[src/rtl/alu_result_buffer_if.sv]
// Handshake bundle between the ALU producer, the result buffer and its consumer.
// The buffer takes the slave view; whoever drives ALU results and drains the
// buffer takes the master view.
interface alu_result_buffer_if;
    // producer side
    logic       in_valid;
    logic       in_ready;
    logic [2:0] in_opcode;
    logic [7:0] in_result;
    logic       in_carry;
    logic       in_zero;
    logic       in_overflow;
    logic       in_negative;
    // consumer side
    logic       out_valid;
    logic       out_ready;
    logic [2:0] out_opcode;
    logic [7:0] out_result;
    logic [3:0] out_flags;

    modport master (
        output in_valid, in_opcode, in_result, in_carry, in_zero, in_overflow, in_negative,
        input  in_ready,
        input  out_valid, out_opcode, out_result, out_flags,
        output out_ready
    );

    modport slave (
        input  in_valid, in_opcode, in_result, in_carry, in_zero, in_overflow, in_negative,
        output in_ready,
        output out_valid, out_opcode, out_result, out_flags,
        input  out_ready
    );
endinterface

[src/rtl/alu_result_buffer.sv]
// Capture stage behind alu_control: stores {opcode, result, flags} in a small
// show-ahead FIFO and drains it over a valid/ready handshake. Also accumulates
// sticky flags and counts accepted operations for status readout.
module alu_result_buffer #(
    parameter int  DEPTH = 4,
    parameter int  CNT_W = 16,
    localparam int PTR_W = $clog2(DEPTH),
    localparam int LVL_W = $clog2(DEPTH) + 1
) (
    input  logic               clk,
    input  logic               rst,
    alu_result_buffer_if.slave bus,
    input  logic               sticky_clr,
    output logic [3:0]         sticky_flags,
    output logic [CNT_W-1:0]   op_count,
    output logic [LVL_W-1:0]   level
);
    // entry packing: {opcode[2:0], result[7:0], negative, overflow, zero, carry}
    localparam int                ENTRY_W    = 15;
    localparam logic [LVL_W-1:0]  FULL_LEVEL = LVL_W'(DEPTH);

    logic [PTR_W-1:0]   wr_ptr_reg;
    logic [PTR_W-1:0]   rd_ptr_reg;
    logic [LVL_W-1:0]   level_reg;
    logic [LVL_W-1:0]   level_next;
    logic [3:0]         sticky_reg;
    logic [3:0]         sticky_next;
    logic [CNT_W-1:0]   count_reg;
    logic [ENTRY_W-1:0] entry_reg [DEPTH];
    logic [DEPTH-1:0]   wr_en;
    logic [ENTRY_W-1:0] in_entry;
    logic [ENTRY_W-1:0] head_entry;
    logic [3:0]         in_flags;
    logic               full;
    logic               empty;
    logic               push;
    logic               pop;

    assign in_flags = {bus.in_negative, bus.in_overflow, bus.in_zero, bus.in_carry};
    assign in_entry = {bus.in_opcode, bus.in_result, in_flags};

    // Status comes only from the registered level, so ready/valid never
    // depend combinationally on the opposite side of the buffer.
    assign full          = (level_reg == FULL_LEVEL);
    assign empty         = (level_reg == '0);
    assign bus.in_ready  = !full;
    assign bus.out_valid = !empty;
    assign push          = bus.in_valid && !full;
    assign pop           = bus.out_ready && !empty;

    // One write strobe per storage slot, decoded from the write pointer.
    generate
        for (genvar gi = 0; gi < DEPTH; gi++) begin : g_wr_en
            assign wr_en[gi] = push && (wr_ptr_reg == PTR_W'(gi));
        end
    endgenerate

    // Storage; cleared on reset so a drained/reset buffer never shows stale data.
    always_ff @(posedge clk) begin
        for (int i = 0; i < DEPTH; i++) begin
            if (rst) begin
                entry_reg[i] <= '0;
            end else if (wr_en[i]) begin
                entry_reg[i] <= in_entry;
            end
        end
    end

    // Head is read straight out of registered storage (fall-through), gated
    // to zero while empty so the consumer sees a clean bus.
    assign head_entry     = entry_reg[rd_ptr_reg];
    assign bus.out_opcode = empty ? 3'd0 : head_entry[14:12];
    assign bus.out_result = empty ? 8'd0 : head_entry[11:4];
    assign bus.out_flags  = empty ? 4'd0 : head_entry[3:0];

    // Occupancy: push and pop in the same cycle cancel out.
    always_comb begin
        level_next = level_reg;
        case ({push, pop})
            2'b10:   level_next = level_reg + LVL_W'(1);
            2'b01:   level_next = level_reg - LVL_W'(1);
            default: level_next = level_reg;
        endcase
    end

    // A push in the clear cycle must survive the clear.
    always_comb begin
        sticky_next = (sticky_clr ? 4'd0 : sticky_reg) | (push ? in_flags : 4'd0);
    end

    // Pointers, occupancy, sticky flags and op counter; pointers wrap naturally
    // because DEPTH is a power of two.
    always_ff @(posedge clk) begin
        if (rst) begin
            wr_ptr_reg <= '0;
            rd_ptr_reg <= '0;
            level_reg  <= '0;
            sticky_reg <= '0;
            count_reg  <= '0;
        end else begin
            if (push) begin
                wr_ptr_reg <= wr_ptr_reg + PTR_W'(1);
                count_reg  <= count_reg + CNT_W'(1);
            end
            if (pop) begin
                rd_ptr_reg <= rd_ptr_reg + PTR_W'(1);
            end
            level_reg  <= level_next;
            sticky_reg <= sticky_next;
        end
    end

    assign level        = level_reg;
    assign sticky_flags = sticky_reg;
    assign op_count     = count_reg;
endmodule

[src/flat_wrapper.sv]
// flat-port wrapper written by rule: the top's interface ports become plain ports
module alu_result_buffer_flat 
#(
    parameter int  DEPTH = 4,
    parameter int  CNT_W = 16,
    localparam int PTR_W = $clog2(DEPTH),
    localparam int LVL_W = $clog2(DEPTH) + 1
)
  (clk, rst, sticky_clr, sticky_flags, op_count, level, bus_in_valid, bus_in_opcode, bus_in_result, bus_in_carry, bus_in_zero, bus_in_overflow, bus_in_negative, bus_in_ready, bus_out_valid, bus_out_opcode, bus_out_result, bus_out_flags, bus_out_ready);
  alu_result_buffer_if bus_i ();
  input  logic clk;
  input  logic rst;
  input  logic sticky_clr;
  output logic [3:0] sticky_flags;
  output logic [CNT_W-1:0] op_count;
  output logic [LVL_W-1:0] level;
  input wire logic [$bits(bus_i.in_valid)-1:0] bus_in_valid;
  input wire logic [$bits(bus_i.in_opcode)-1:0] bus_in_opcode;
  input wire logic [$bits(bus_i.in_result)-1:0] bus_in_result;
  input wire logic [$bits(bus_i.in_carry)-1:0] bus_in_carry;
  input wire logic [$bits(bus_i.in_zero)-1:0] bus_in_zero;
  input wire logic [$bits(bus_i.in_overflow)-1:0] bus_in_overflow;
  input wire logic [$bits(bus_i.in_negative)-1:0] bus_in_negative;
  output wire logic [$bits(bus_i.in_ready)-1:0] bus_in_ready;
  output wire logic [$bits(bus_i.out_valid)-1:0] bus_out_valid;
  output wire logic [$bits(bus_i.out_opcode)-1:0] bus_out_opcode;
  output wire logic [$bits(bus_i.out_result)-1:0] bus_out_result;
  output wire logic [$bits(bus_i.out_flags)-1:0] bus_out_flags;
  input wire logic [$bits(bus_i.out_ready)-1:0] bus_out_ready;
  assign bus_i.in_valid = bus_in_valid;
  assign bus_i.in_opcode = bus_in_opcode;
  assign bus_i.in_result = bus_in_result;
  assign bus_i.in_carry = bus_in_carry;
  assign bus_i.in_zero = bus_in_zero;
  assign bus_i.in_overflow = bus_in_overflow;
  assign bus_i.in_negative = bus_in_negative;
  assign bus_in_ready = bus_i.in_ready;
  assign bus_out_valid = bus_i.out_valid;
  assign bus_out_opcode = bus_i.out_opcode;
  assign bus_out_result = bus_i.out_result;
  assign bus_out_flags = bus_i.out_flags;
  assign bus_i.out_ready = bus_out_ready;
  alu_result_buffer #(.DEPTH(DEPTH), .CNT_W(CNT_W)) u_core (.clk(clk), .rst(rst), .bus(bus_i), .sticky_clr(sticky_clr), .sticky_flags(sticky_flags), .op_count(op_count), .level(level));
endmodule
[config.mk]
export PLATFORM = sky130hd
export DESIGN_NAME = alu_result_buffer_flat
export DESIGN_NICKNAME = d
export VERILOG_FILES = /design/src/rtl/alu_result_buffer_if.sv /design/src/rtl/alu_result_buffer.sv /design/src/flat_wrapper.sv
export SDC_FILE = /design/constraint.sdc
export NUM_CORES = 1
export LEC_CHECK = 0
export BUFFER_PORTS_ARGS = -buffer_cell sky130_fd_sc_hd__buf_2
export CAP_MARGIN = 25
export CELL_PAD_IN_SITES_DETAIL_PLACEMENT = 0
export CELL_PAD_IN_SITES_GLOBAL_PLACEMENT = 1
export CORE_MARGIN = 10
export CORE_UTILIZATION = 46
export DETAILED_ROUTE_END_ITERATION = 16
export HOLD_SLACK_MARGIN = 0.12
export PLACE_DENSITY = 0.86
export SYNTH_ARGS = -nofsm -noshare
export SYNTH_HDL_FRONTEND = slang
export SYNTH_SLANG_ARGS = --single-unit
[constraint.sdc]
create_clock -name clk -period 3.1 [get_ports clk]
set_clock_uncertainty 0.2 [all_clocks]
set_input_delay 0.155 -clock clk [delete_from_list [all_inputs] [get_ports clk]]
set_output_delay 0.155 -clock clk [all_outputs]
set_load 0.01 [all_outputs]
==> results of run 1 <==
Yosys cell counts (all sizes together), types with 2 or more instances:
master	instances	area (um^2)
xor2	4	35.0
nor4	4	25.0
xnor2	11	96.3
buf	9	70.1
ha	6	75.1
nor2b	5	31.3
or3	5	36.3
nor4b	2	17.5
edfxtp	60	1800
nor3b	5	68.8
a21o	4	30.0
nand2	9	33.8
mux4	15	338
nor2	25	93.8
dfxtp	29	581
clkbuf	6	22.5
nand3	4	20.0
nor3	2	10.0
inv	8	32.5
nand4	5	46.3
a21oi	12	60.1
and2	77	482
o21ai	3	15.0
tightest hold or removal path, cell delays in order, from the launching register on:
cell and delay (ns):
dfxtp_1 0.33, o31ai_1 0.07, a21oi_1 0.06
cells by family after synthesis:
| logic type | count (synthesis) | share of synthesized area, % |
|---|---|---|
| compound gates | 21 | 2.97 |
| xor+xnor | 15 | 3.21 |
| fa+ha+maj | 7 | 2.33 |
| buf+inv | 23 | 3.06 |
| flops | 89 | 58.3 |
| mux | 16 | 8.54 |
| simple gates | 146 | 21.6 |
per-layer routing:
layer,track usage (%),vias to the layer above
met5,0,-
met4,4.93,0
met3,3.67,12
met2,24.6,53
met1,15.6,1306
li1,-,1282
per-stage QoR:
| stage | utilization, % | power (uW) | setup slack (ns) | area [um^2] | hold WS, ns |
|---|---|---|---|---|---|
| finish | 56.5 | 3190 | 0.342 | 4900 | 0.306 |
| global route | 56.5 | 3370 | 0.161 | 4900 | 0.328 |
| CTS | 56.5 | 3230 | 0.334 | 4900 | 0.306 |
| detailed placement | 51.7 | 2420 | 0.357 | 4490 | 0.256 |
| global placement | 51.7 | 2390 | 0.487 | 4490 | 0.244 |
| floorplan | - | 2110 | 0.421 | 4090 | 0.0941 |
worst max-delay path by stage:
stage / slack (ns) / endpoint / depth (start not counted)
global route: 0.16 / u_core.level[2] / 10
floorplan: 0.42 / u_core.level[2] / 11
global placement: 0.49 / u_core.level[2] / 10
detailed placement: 0.36 / u_core.level[2] / 10
finish: 0.34 / u_core.level[2] / 10
CTS: 0.33 / u_core.level[2] / 10
final cells by class:
class,count,area [um^2],area share (%)
multi-input combinational,205,1580,32.3
sequential,89,2380,48.6
clock inverter,7,68.8,1.40
tap,108,135,2.76
timing repair buffer,89,576,11.7
inverter,8,32.5,0.664
clock buffer,9,124,2.53
report_power, final:
group / switching, uW / internal [uW] / leakage [uW]
combinational: 468 / 433 / 0.000987
sequential: 84.4 / 1410 / 0.000865
clock: 473 / 317 / 0.0000937
timing repair:
| item | CTS | global route |
|---|---|---|
| endpoints found under the setup margin | 0 | 0 |
| hold buffers | 22 | 0 |
| endpoints found under the hold margin | 73 | 0 |
==> results.toml, run 1 <==
[routing]
wl_met1_um = 3550
top_layer = "met4"
routed_wl_um = 8910
first_pass_iters = 5
drc = 0
wl_met2_um = 4770
met3_wirelength_um = 470
viasPerCell = 5.15
drt-initial-drc-count = 103
antenna_left = 0
num_vias = 2653
wire_per_inst_um = 17.3

[clock_network]
cts_setup_buffers = 0
htreeDepth = 3
clk_latency_ns = 0.36
numCtsBuffers = 9
clk_pin_slew_ns = 0.09
root_buffer = "clkbuf_8"
cts_resized = 0
clk_path_buf_depth = 2
clock_sinks = 89
cts_tree = "yes"

[final_layout]
n_antenna_cell = 0
fill_cells = 734
final_cell_mix = "and2_1 (77), edfxtp_1 (60), buf_2 (59), dfxtp_1 (29), nor2_1 (25)"
drive_gt1_share_pct = 26.8
final_common_cell = "and2_1"
finalNonFillerCells = 515
largest_reg_flops = 60
area_growth_pct = 19.8
final_nets = 429

[synth]
seq_area_frac_synth_pct = 58.3
syn-instance-count = 317
synth_cell_types = 36
synth_area_per_cell_um2 = 12.9
yosys_warnings = 0
async_flop_share_pct = 0
synth_edf_count = 60
syn-num-nets = 344
synth.ff_latch_count = 89
synth_area_mm2 = 0.00409
synthFlopType = "edfxtp_1"

[critical_path]
cp-start-kind = "flop"
reg2reg_depth = 10
end_kind = "flop"
path_max_fanout = 9
r2r_end = "u_core.level[2]"
cp_slowest_cell = "nor3b_4"
required_ns = 3.20
path_buf_inv = 3
crit_arrival_ns = 2.86
path_cells = "nor3b_4 -> inv_2 -> and2_1 -> inv_4 -> ha_1 -> inv_1 -> fa_1 -> xor2_1 -> or3_1 -> a21oi_1"
worstReg2RegStart = "u_core.level[2]"
r2r_slack_ns = 0.34
slowest_delay_ns = 0.43
path_delay_family = "simple AND/OR/NAND/NOR gates"
critPathKind = "reg -> reg"
cp-startpoint = "u_core.level[2]"

[floorplanning]
num_rows = 34
io_pins = 60
core-area_mm2 = 0.00868
initial_core_util_pct = 47.1
die_w_um = 114
dieHeight_um = 114
dieArea_mm2 = 0.0131

[timing]
finalSetupTns_ns = 0
rsz0062_at_grt = "false"
hold_viol_final = 0
worst_pin_slew_ns = 0.790
finalCritPeriodShare_pct = 89.0
setup_violations = 0
period_minus_slack_ns = 2.76
slew_viol_final = 0
maxSlewHeadroom_pct = 47.2
fmax_ghz = 0.363

[power]
irDropWorstVdd_mv = 0.279
power_density_mw_per_mm2 = 651
leakage_uw = 0.00195

[global_routing]
grt_pass1_wl_um = 14300
grt_pass1_vias = 2864
grtUsageTotal_pct = 13.9
grt_max_degree = 30
grt_overflow = 0
antenna_found_initial = 0

[placed_design]
gp_congestion = 0.797
port_buffers = 59
detailed_place_hpwl_um = 5930
dp_cells = 477

[worst_hold_path]
hp-start = "u_core.op_count[15]"
whs_endpoint = "u_core.op_count[15]"
min-delay-path-class = "reg -> reg"
whs_path_depth = 2

[flow_run]
max_cap_viol_count = 0

[run_status]
run_status = "completed"
Note: power is estimated with default switching activity, not from simulation.
==> inputs of run 2 (changes only) <==
--- a/config.mk
+++ b/config.mk
@@ -10,10 +10,11 @@
 export CELL_PAD_IN_SITES_DETAIL_PLACEMENT = 0
 export CELL_PAD_IN_SITES_GLOBAL_PLACEMENT = 1
 export CORE_MARGIN = 10
-export CORE_UTILIZATION = 46
+export CORE_UTILIZATION = 48
+export CTS_BUF_LIST = sky130_fd_sc_hd__clkbuf_4 sky130_fd_sc_hd__clkbuf_8
 export DETAILED_ROUTE_END_ITERATION = 16
 export HOLD_SLACK_MARGIN = 0.12
-export PLACE_DENSITY = 0.86
+export PLACE_DENSITY = 0.89
 export SYNTH_ARGS = -nofsm -noshare
 export SYNTH_HDL_FRONTEND = slang
 export SYNTH_SLANG_ARGS = --single-unit
==> results.toml, run 2 (same netlist as run 1, synthesis figures left out) <==
[run_status]
run_status = "completed"

[timing]
rsz0062_at_grt = "false"
slew_viol_final = 0
period_minus_slack_ns = 2.76
setup_violations = 0
worst_pin_slew_ns = 0.770
maxSlewHeadroom_pct = 48.6
finalSetupTns_ns = 0
hold_viol_final = 0
hold_slack_ns = 0.293
finalCritPeriodShare_pct = 88.9
fmax_ghz = 0.363

[routing]
num_vias = 2635
antenna_left = 0
routed_wl_um = 8580
drc = 0
wire_per_inst_um = 16.8
drt-initial-drc-count = 139
viasPerCell = 5.15
first_pass_iters = 4

[critical_path]
path_buf_inv = 3
path_cells = "nor3b_4 -> inv_2 -> and2_1 -> inv_4 -> ha_1 -> inv_1 -> fa_1 -> xor2_1 -> or3_1 -> a21oi_1"
slowest_delay_ns = 0.42
end_kind = "flop"
cp-start-kind = "flop"
required_ns = 3.19
path_max_fanout = 9
crit_arrival_ns = 2.84
path_delay_family = "simple AND/OR/NAND/NOR gates"
critPathKind = "reg -> reg"
cp_slowest_cell = "nor3b_4"

[placed_design]
gp_congestion = 0.818
detailed_place_hpwl_um = 5730
port_buffers = 59

[final_layout]
final_nets = 429
multi_input_area_mm2 = 0.00158
final_cell_mix = "and2_1 (77), edfxtp_1 (60), buf_2 (59), dfxtp_1 (29), nor2_1 (25)"
seqCellArea_mm2 = 0.00238
area_growth_pct = 20.1
final_common_cell = "and2_1"
fill_cells = 689
largest_reg_flops = 60
drive_gt1_share_pct = 26.8
n_antenna_cell = 0

[clock_network]
numCtsBuffers = 9
cts_setup_buffers = 0
root_buffer = "clkbuf_8"
ctsHoldBuffers = 22
htreeDepth = 3
cts_tree = "yes"
clock_sinks = 89
clk_path_buf_depth = 2
cts_resized = 0
clk_latency_ns = 0.36
clk_pin_slew_ns = 0.09

[floorplanning]
die_w_um = 112
dieArea_mm2 = 0.0126
num_rows = 33
io_pins = 60
core-area_mm2 = 0.00826
initial_core_util_pct = 49.5
dieHeight_um = 112

[global_routing]
antenna_found_initial = 0
grt_pass1_vias = 2835
grtUsageTotal_pct = 13.8
grt_overflow = 0
grt_max_degree = 29
grt_pass1_wl_um = 14100

[power]
power_density_mw_per_mm2 = 659
irDropWorstVdd_mv = 0.311
leakage_uw = 0.00196

[flow_run]
max_cap_viol_count = 0

[worst_hold_path]
min-delay-path-class = "reg -> reg"
## run 2: worst register-to-register path: stages, from the launching register on
cell and delay [ns]:
dfxtp_1 0.39, nor3b_4 0.42, inv_2 0.11, and2_1 0.22
inv_4 0.11, ha_1 0.20, inv_1 0.06, fa_1 0.38
xor2_1 0.16, or3_1 0.30, a21oi_1 0.15
## run 2: power by group
| part | leakage (uW) | internal (uW) | total (uW) | switching, uW |
|---|---|---|---|---|
| clock | 0.000106 | 395 | 833 | 438 |
| combinational | 0.000987 | 434 | 904 | 470 |
| sequential | 0.000865 | 1410 | 1500 | 83.8 |
| total | 0.00196 | 2240 | 3230 | 991 |
## run 2: routing by layer
layer  GRT usage [%]  wire length, um  share of wire [%]
met1            15.5             3370                 39
met2            24.5             4590                 53
met3            4.37              507                5.9
met4            3.72              120                1.4
met5               0                0                  0
## run 2: cell type report
| class | instances | share of cell area [%] |
|---|---|---|
| Clock buffer | 10 | 2.68 |
| Timing Repair Buffer | 89 | 11.7 |
| Sequential cell | 89 | 48.5 |
| Clock inverter | 6 | 1.55 |
| Tap cell | 105 | 2.68 |
| Multi-Input combinational cell | 205 | 32.2 |
| Inverter | 8 | 0.662 |
## run 2: path summary, 6_finish.rpt
| check | slack (ns) | cells past startpoint | startpoint | endpoint |
|---|---|---|---|---|
| worst min-delay path | 0.29 | 2 | u_core.op_count[15] | u_core.op_count[15] |
| worst max-delay path | 0.34 | 10 | u_core.level[2] | u_core.level[2] |
| worst max register to register | 0.34 | 10 | u_core.level[2] | u_core.level[2] |
| worst min register to register | 0.29 | 2 | u_core.op_count[15] | u_core.op_count[15] |
## run 2: through the flow
step / cell area (um^2) / setup slack (ns) / utilization, % / instances / total power [uW]
after CTS: 4910 / 0.313 / 59.5 / 512 / 3260
final: 4910 / 0.343 / 59.5 / 512 / 3230
after global routing: 4910 / 0.144 / 59.5 / 512 / 3400
after global placement: 4480 / 0.484 / 54.3 / 474 / 2390
after floorplan: 4090 / 0.421 / - / 317 / 2110
after detailed placement: 4480 / 0.327 / 54.3 / 474 / 2420
